`src/rtl/reg_write_arbiter.sv`:
```
// Round-robin arbiter and write sequencer for a single shared WIDTH-bit register.
// Optional write counter output enabled by defining REG_WRITE_ARBITER_WR_COUNT_EN.
module reg_write_arbiter #(
  parameter int                NREQ      = 4,
  parameter int                WIDTH     = 4,
  parameter logic [WIDTH-1:0]  RESET_VAL = '0
) (
  input  logic                      clk,
  input  logic                      reset,
  input  logic [NREQ-1:0]           req,
  input  logic [NREQ*WIDTH-1:0]     wdata,
  output logic [NREQ-1:0]           gnt,
  output logic [NREQ-1:0]           done,
  output logic [WIDTH-1:0]          q,
  output logic                      busy,
`ifdef REG_WRITE_ARBITER_WR_COUNT_EN
  output logic [$clog2(NREQ)-1:0]   last_owner,
  output logic [7:0]                wr_count
`else
  output logic [$clog2(NREQ)-1:0]   last_owner
`endif
);

  localparam int PW = $clog2(NREQ);

  typedef enum logic [1:0] {
    ST_IDLE  = 2'd0,
    ST_GRANT = 2'd1,
    ST_DONE  = 2'd2
  } state_t;

  state_t           state_q, state_d;
  logic [PW-1:0]    ptr_q, ptr_d;
  logic [PW-1:0]    winner_q, winner_d;
  logic [NREQ-1:0]  gnt_q, gnt_d;
  logic [NREQ-1:0]  done_q, done_d;
  logic [WIDTH-1:0] data_q, data_d;
  logic [PW-1:0]    owner_q, owner_d;

  logic             pick_found;
  logic [PW-1:0]    pick_idx;
  logic [PW:0]      cand;

  logic [WIDTH-1:0] slice [NREQ];

  genvar gi;
  generate
    for (gi = 0; gi < NREQ; gi++) begin : g_slice
      assign slice[gi] = wdata[gi*WIDTH +: WIDTH];
    end
  endgenerate

  // First set request at or after ptr, wrapping; cand never exceeds NREQ-1 after the wrap.
  always_comb begin
    pick_found = 1'b0;
    pick_idx   = '0;
    cand       = '0;
    for (int j = 0; j < NREQ; j++) begin
      cand = {1'b0, ptr_q} + (PW+1)'(j);
      if (cand >= (PW+1)'(NREQ)) begin
        cand = cand - (PW+1)'(NREQ);
      end
      if (!pick_found && req[cand[PW-1:0]]) begin
        pick_found = 1'b1;
        pick_idx   = cand[PW-1:0];
      end
    end
  end

  always_comb begin
    state_d  = state_q;
    ptr_d    = ptr_q;
    winner_d = winner_q;
    gnt_d    = '0;
    done_d   = '0;
    data_d   = data_q;
    owner_d  = owner_q;
    case (state_q)
      ST_IDLE: begin
        if (pick_found) begin
          state_d         = ST_GRANT;
          winner_d        = pick_idx;
          gnt_d[pick_idx] = 1'b1;
        end
      end
      ST_GRANT: begin
        // Commit is unconditional: a dropped req during GRANT does not abort.
        state_d          = ST_DONE;
        data_d           = slice[winner_q];
        done_d[winner_q] = 1'b1;
        owner_d          = winner_q;
        ptr_d            = (winner_q == PW'(NREQ-1)) ? '0 : winner_q + PW'(1);
      end
      ST_DONE: begin
        state_d = ST_IDLE;
      end
      default: begin
        state_d = ST_IDLE;
      end
    endcase
  end

  always_ff @(posedge clk or posedge reset) begin
    if (reset) begin
      state_q  <= ST_IDLE;
      ptr_q    <= '0;
      winner_q <= '0;
      gnt_q    <= '0;
      done_q   <= '0;
      data_q   <= RESET_VAL;
      owner_q  <= '0;
    end else begin
      state_q  <= state_d;
      ptr_q    <= ptr_d;
      winner_q <= winner_d;
      gnt_q    <= gnt_d;
      done_q   <= done_d;
      data_q   <= data_d;
      owner_q  <= owner_d;
    end
  end

`ifdef REG_WRITE_ARBITER_WR_COUNT_EN
  logic [7:0] wr_count_q, wr_count_d;

  always_comb begin
    wr_count_d = wr_count_q;
    if (state_q == ST_DONE) begin
      wr_count_d = wr_count_q + 8'd1;
    end
  end

  always_ff @(posedge clk or posedge reset) begin
    if (reset) begin
      wr_count_q <= '0;
    end else begin
      wr_count_q <= wr_count_d;
    end
  end

  assign wr_count = wr_count_q;
`endif

  assign gnt        = gnt_q;
  assign done       = done_q;
  assign q          = data_q;
  assign busy       = (state_q != ST_IDLE);
  assign last_owner = owner_q;

endmodule

```
`config.mk`:
```
export PLATFORM = sky130hd
export DESIGN_NAME = reg_write_arbiter
export DESIGN_NICKNAME = d
export VERILOG_FILES = /design/src/rtl/reg_write_arbiter.sv
export SDC_FILE = /design/constraint.sdc
export NUM_CORES = 1
export LEC_CHECK = 0
export ABC_AREA = 1
export CAP_MARGIN = 5
export CORE_AREA = 2 2 53 55
export CTS_CLUSTER_DIAMETER = 80
export DETAILED_ROUTE_END_ITERATION = 6
export DIE_AREA = 0 0 55 57
export PLACE_DENSITY = 0.86
export REMOVE_ABC_BUFFERS = 1
export SLEW_MARGIN = 20
export SYNTH_ARGS = -nofsm -noshare
export SYNTH_HDL_FRONTEND = slang
export SYNTH_SLANG_ARGS = --single-unit
```
`constraint.sdc`:
```
create_clock -name clk -period 3.2 [get_ports clk]
set_input_delay 0.32 -clock clk [delete_from_list [all_inputs] [get_ports clk]]
set_output_delay 0.32 -clock clk [all_outputs]
set_load 0.1 [all_outputs]
```
== Yosys cells after proc, flatten, opt, wreduce, memory -nomap -nowiden ==
Cells that the tools add are included.

* Register bits after elaboration: 20
* Output and inout port bits: 15
* Word-level logic and storage cells: 76
* Input bits: 22

* Multiplexer cells: 33
* Bitwise operators: 1
* Reduce and logical (&&, ||, !) cells: 11
* Add/sub/neg operators: 8
* Equality and inequality tests: 3
* Order comparisons: 13

{| class="wikitable"
|+ Operators by type and width
! operator !! number
|-
| $mux W2 || 10
|-
| $mux W4 || 5
|-
| $lt A2 B3 Y1 const B || 6
|-
| $ge A3 B3 Y1 const B || 4
|-
| $mux W1 || 10
|-
| $bmux W1 S2 || 4
|-
| $bmux W4 S2 || 1
|-
| $sub A2 B1 Y2 const B || 4
|-
| $add A2 B2 Y3 const B || 2
|-
| $logic_and A1 B1 Y1 || 5
|-
| $demux W1 S2 || 2
|-
| $ge A2 B1 Y1 const B || 2
|-
| $pmux W2 S2 || 1
|-
| $add A2 B1 Y3 const B || 1
|-
| $ge A2 B3 Y1 const B || 1
|-
| $logic_not A1 Y1 || 3
|-
| $not A2 Y3 || 1
|-
| $add A2 B1 Y2 const B || 1
|-
| $eq A2 B1 Y1 const B || 1
|-
| $eq A2 B2 Y1 const B || 1
|-
| $logic_not A2 Y1 || 1
|-
| $ne A2 B2 Y1 const B || 1
|-
| $reduce_and A2 Y1 || 1
|-
| $reduce_bool A2 Y1 || 1
|}

== Longest topological paths before layout ==
* Word-level depth: 20
* Mapped depth: 13
* Gate-level depth less buffers: 11

== Worst setup path before layout ==
Ideal clock, no wire load.

* Path kind: reg-to-reg
* From: register ptr_q[0]
* To: register gnt_q[2] (netlist: gnt[2])
* Buffers on the path: 2
* Data required time: 3.082 ns
* Arrival: 1.282 ns
* Setup time: 0.118 ns
* Clock period less this slack: 1.400 ns
* Stages on the path, launching flop included: 13
* Setup slack: 1.800 ns
* Path through: dfrtp_1 > buf_6 > inv_6 > buf_12 > nand2_4 > nand3_2 > nand2_2 > nor2_4 > nand3_2 > nand2_2 > inv_2 > nand2_2 > nor2_1

* Longest elaborated chain between the ends: 20
* Elaborated cells between the ends (all ways): 44
* Classes of those cells: add/sub: 7; order compare: 6; mux: 24; reduce/logical: 7

{| class="wikitable"
|+ Ends and longest elaborated chain
! item !! RTL line !! source
|-
| start, declared || 33 || <nowiki>logic [PW-1:0] ptr_q, ptr_d;</nowiki>
|-
| start signal, assigned || 114 || <nowiki>ptr_q <= ptr_d;</nowiki>
|-
| branches (longest 18 deep; another with $add A2 B1 Y3) || - ||
|-
| $mux W4 * || 80 || <nowiki>if (pick_found) begin</nowiki>
|-
| $mux W4 * || 78 || <nowiki>case (state_q)</nowiki>
|-
| net gnt_d[2] || 35 || <nowiki>logic [NREQ-1:0] gnt_q, gnt_d;</nowiki>
|-
| end signal, assigned || 116 || <nowiki>gnt_q <= gnt_d;</nowiki>
|-
| end, declared || 35 ||
|}

Mark *: on every way through the listed nets, which the timed path passes. The select of a mux whose other input is x is not followed.
A chain may end at the register's enable or synchronous reset.

== Worst setup path after layout ==
* From: register state_q[0]
* To: output port busy

* Longest elaborated chain between the ends: 1

{| class="wikitable"
|+ Ends and longest elaborated chain
! item !! RTL line !! source
|-
| start, declared || 32 || <nowiki>state_t state_q, state_d;</nowiki>
|-
| start signal, assigned || 113 || <nowiki>state_q <= state_d;</nowiki>
|-
| $reduce_bool A2 Y1 || 147 || <nowiki>assign busy = (state_q != ST_IDLE);</nowiki>
|-
| end, declared || 15 || <nowiki>output logic busy,</nowiki>
|}

No other way between the ends.

==> run summary <==
The critical path in this run is classified as reg2out. Buffers added to address setup during post-CTS repair amount to 0. The final critical path takes up 69.31% of the cycle. The required time of the critical path came out at 2880 ps. The most used standard cell by instance count after synthesis is sky130_fd_sc_hd__nand2_1. Global routing used a little under a fifth of the available tracks. At the pin with the least slew margin, the transition time is between 900 and 1000 ps. At the worst endpoint, the arrival time is around 1900 ps. The number of ports placed on the die boundary is 37. The proportion of synthesized flip-flops having asynchronous set or reset came out at 100.0%. The total area inside the core boundary comes to between 2000 and 3000 um^2. The number of antenna violations at the first check in global routing came to 0.

The register bit total from synthesis is 20. The count of warnings emitted by yosys came out at 0. The multi-input combinational cells in the finished layout cover a total of between 600 and 700 um^2. Ranked by total cell area, the synthesized netlist is headed by sky130_fd_sc_hd__dfrtp_1, sky130_fd_sc_hd__nand2_1, sky130_fd_sc_hd__nor2_1. In this run the worst hold path is classified as in2async. Of all nets on the critical path, the largest fanout is 2. Summed over all layers, the routed wires come to between 2000 and 2500 um. Of the post-synthesis cell area, the dominant cell type holds 40.49%.

From synthesis to final layout, the design area changed by 33.40%. The commonest cells after synthesis are sky130_fd_sc_hd__nand2_1, sky130_fd_sc_hd__nor2_1, sky130_fd_sc_hd__dfrtp_1, sky130_fd_sc_hd__inv_1, sky130_fd_sc_hd__o21ai_0. The area share of xor/xnor cells in the synthesized design came out at 0%. Synthesis produced a netlist whose cell count is ~170. For this run, the leading register cell type out of synthesis is sky130_fd_sc_hd__dfrtp_1. The total CTS buffers is 3. The number of pins exceeding their max-slew limit in the final report is 0. The horizontal die dimension came out at 55 um. The number of synthesized flops with an enable pin came out at 0.

Across the run, the number of max-cap violations was 0. The total number of vias is around 1,200. Timing would allow up to 450.9 MHz.

The antenna diode count is 0. The cell taking the most area after synthesis is sky130_fd_sc_hd__dfrtp_1. The minimum period implied by the final worst setup slack is roughly 2200 ps. The clock arrives with 5.786 ps of skew.

Measured against its own limit, the worst slew margin works out to around a third. Summing all non-filler instances in the final layout gives an area of 1649 um^2. The number of clock sinks came out at 20. For this run, the post-layout net count is about 230. Port buffering added 36 buffers. The ratio of cells with drive above 1 in the final layout came out at 12.08%. Fill cells in the final layout number between 200 and 250. The largest buffer count on any clock path is 2. The fraction of the mapped netlist area in simple logic gates came out at 36.54%.

The detailed router's first-iteration violation count came out at 14. The number of gates resized after CTS was 0. The overall overflow remaining after global route came out at 0. In the routed design, unresolved DRC markers number 0. The final cell utilization of the core is 63.06%. STA classifies the critical path endpoint as an output pin.

The initial standard-cell utilization of the core came out at 47.27%. The share of synthesized cell area in full adder, half adder and majority cells is 4.049%. Of the post-synthesis cell area, the part taken by muxes is 0%. The TritonCTS clock tree is yes. The number of hold violations in the final report is 0. Adding up every negative setup slack in the final design gives 0 ps. At the end of routability-driven placement, the weighted congestion stood at 0.8920.

The master cell of the clock root buffer is sky130_fd_sc_hd__clkbuf_4. Setup repair after global routing left no endpoint under its margin. The sequential-to-total area share from yosys stat is about two fifths.

The level count of the clock H-tree came out at 1. Entering global routing, the biggest net connects 21 pins. Once detailed placement completed, the half-perimeter wirelength came to between 1500 and 2000 um. The mean number of vias per cell came out at between 4 and 5. The full die area is around 3100 um^2. The count of unique library cells instantiated by Yosys is 23. Once detail routing completed, the nets flagged for antenna violations numbered 0. The number of buffers added to fix hold violations after cts came out at 0. The synthesized netlist devotes under 10% of its cell area to compound gates. The flip-flop and latch area is approximately 500 um^2.

From bottom edge to top edge, the die measures around 57 um. The clock-pin transition on the worst setup and hold timing paths came out at about 120 ps. Each instance of the synthesized netlist takes up on average 7.229 um^2. The worst setup path is launched from a flop. At the later pin of the worst-skew pair, clock insertion delay measures slightly above 300 ps. The flow ran to the end, and the final reports show no timing, DRC or antenna violations. The post-place instance area is roughly 1600 um^2. The count of standard-cell rows came out at 19. The post-synthesis cell area is 1236 um^2. The combinational family with the most area after synthesis is simple AND/OR/NAND/NOR gates. The wire length of the first global-routing pass came out at around 4400 um. The final routed wire length divided by cell count came out at 10.16 um. The via count of the first global-routing pass was 1,080. The number of iterations in the first detailed-routing pass is 4.

Setup violations remaining at the end of the flow were counted as 0.
[sequential cells by signal, summed over array words and instances, names as in the netlist]
register / cells
winner_q: 2
q: 4
ptr_q: 2
gnt: 4
last_owner: 2
state_q: 2
done: 4
[layer usage]
| metal | wire, um | global-route usage, % | vias to the layer above | share of wire [%] |
|---|---|---|---|---|
| li1 | - | - | 601 | - |
| met1 | 1101 | 25.17 | 516 | 46 |
| met2 | 1168 | 30.10 | 30 | 48 |
| met3 | 114 | 3.927 | 5 | 4.7 |
| met4 | 32 | 5.575 | 0 | 1.3 |
| met5 | 0 | 0 | - | 0 |
[layout by cell type (no fill, tap or decap)]
cell / Yosys / layout
sky130_fd_sc_hd__a21boi_2: 1 / 1
sky130_fd_sc_hd__a21oi_1: 1 / 1
sky130_fd_sc_hd__a31oi_1: 2 / 2
sky130_fd_sc_hd__bufinv_16: 0 / 1
sky130_fd_sc_hd__clkbuf_4: 0 / 3
sky130_fd_sc_hd__clkdlybuf4s50_1: 0 / 36
sky130_fd_sc_hd__clkinv_1: 2 / 2
sky130_fd_sc_hd__dfrtp_1: 20 / 20
sky130_fd_sc_hd__ha_1: 4 / 4
sky130_fd_sc_hd__inv_1: 14 / 14
sky130_fd_sc_hd__inv_2: 4 / 4
sky130_fd_sc_hd__inv_6: 1 / 1
sky130_fd_sc_hd__nand2_1: 49 / 49
sky130_fd_sc_hd__nand2_2: 9 / 9
sky130_fd_sc_hd__nand2_4: 1 / 1
sky130_fd_sc_hd__nand3_1: 6 / 6
sky130_fd_sc_hd__nand3_2: 3 / 3
sky130_fd_sc_hd__nand4_1: 1 / 1
sky130_fd_sc_hd__nor2_1: 31 / 31
sky130_fd_sc_hd__nor2_2: 1 / 1
sky130_fd_sc_hd__nor2_4: 1 / 1
sky130_fd_sc_hd__o21ai_0: 14 / 14
sky130_fd_sc_hd__o22ai_1: 2 / 2
[final timing paths]
path | startpoint | slack [ps] | end | depth (start not counted)
max | state_q[0] | 980 | busy | 3
min | reset | 410 | state_q[0] | 2
max reg2reg | state_q[1] | 1430 | ptr_q[0] | 5
min reg2reg | q[2] | 490 | q[2] | 2
max in group asynchronous | reset | 2340 | q[1] | 2
min in group clk | q[2] | 490 | q[2] | 2
[worst max-delay path, cell delays in order, from the launching register on]
cell	delay, ps
sky130_fd_sc_hd__dfrtp_1	360
sky130_fd_sc_hd__nor2_1	70
sky130_fd_sc_hd__inv_1	50
sky130_fd_sc_hd__clkdlybuf4s50_1	1110
[per-stage QoR]
stage | hold slack [ps] | setup slack, ps | cells
2_1_floorplan | 283.8 | 1735 | 167
3_3_place_gp | 476.6 | 1340 | 234
3_5_place_dp | 472.3 | 1319 | 234
4_1_cts | 452.2 | 965.5 | 238
5_1_grt | 495.5 | 904.4 | 238
6_report | 410.7 | 982.1 | 238
[cell families (layout without fill, tap and decap cells)]
family / after synthesis / count (layout)
compound gates: 20 / 20
fa+ha+maj: 4 / 4
buf+inv: 25 / 61
flops: 20 / 20
simple gates: 102 / 102
[final cells by class]
class	count	area share, %
multi-input cells	126	37.18
well taps	31	2.352
clock inverters	1	1.821
inverters	21	5.083
flip-flops and latches	20	30.35
clock buffers	3	1.366
repair buffers	36	21.85
Power is not shown: default switching activity piles up to over one toggle a cycle in this logic, so the estimate is an artifact.
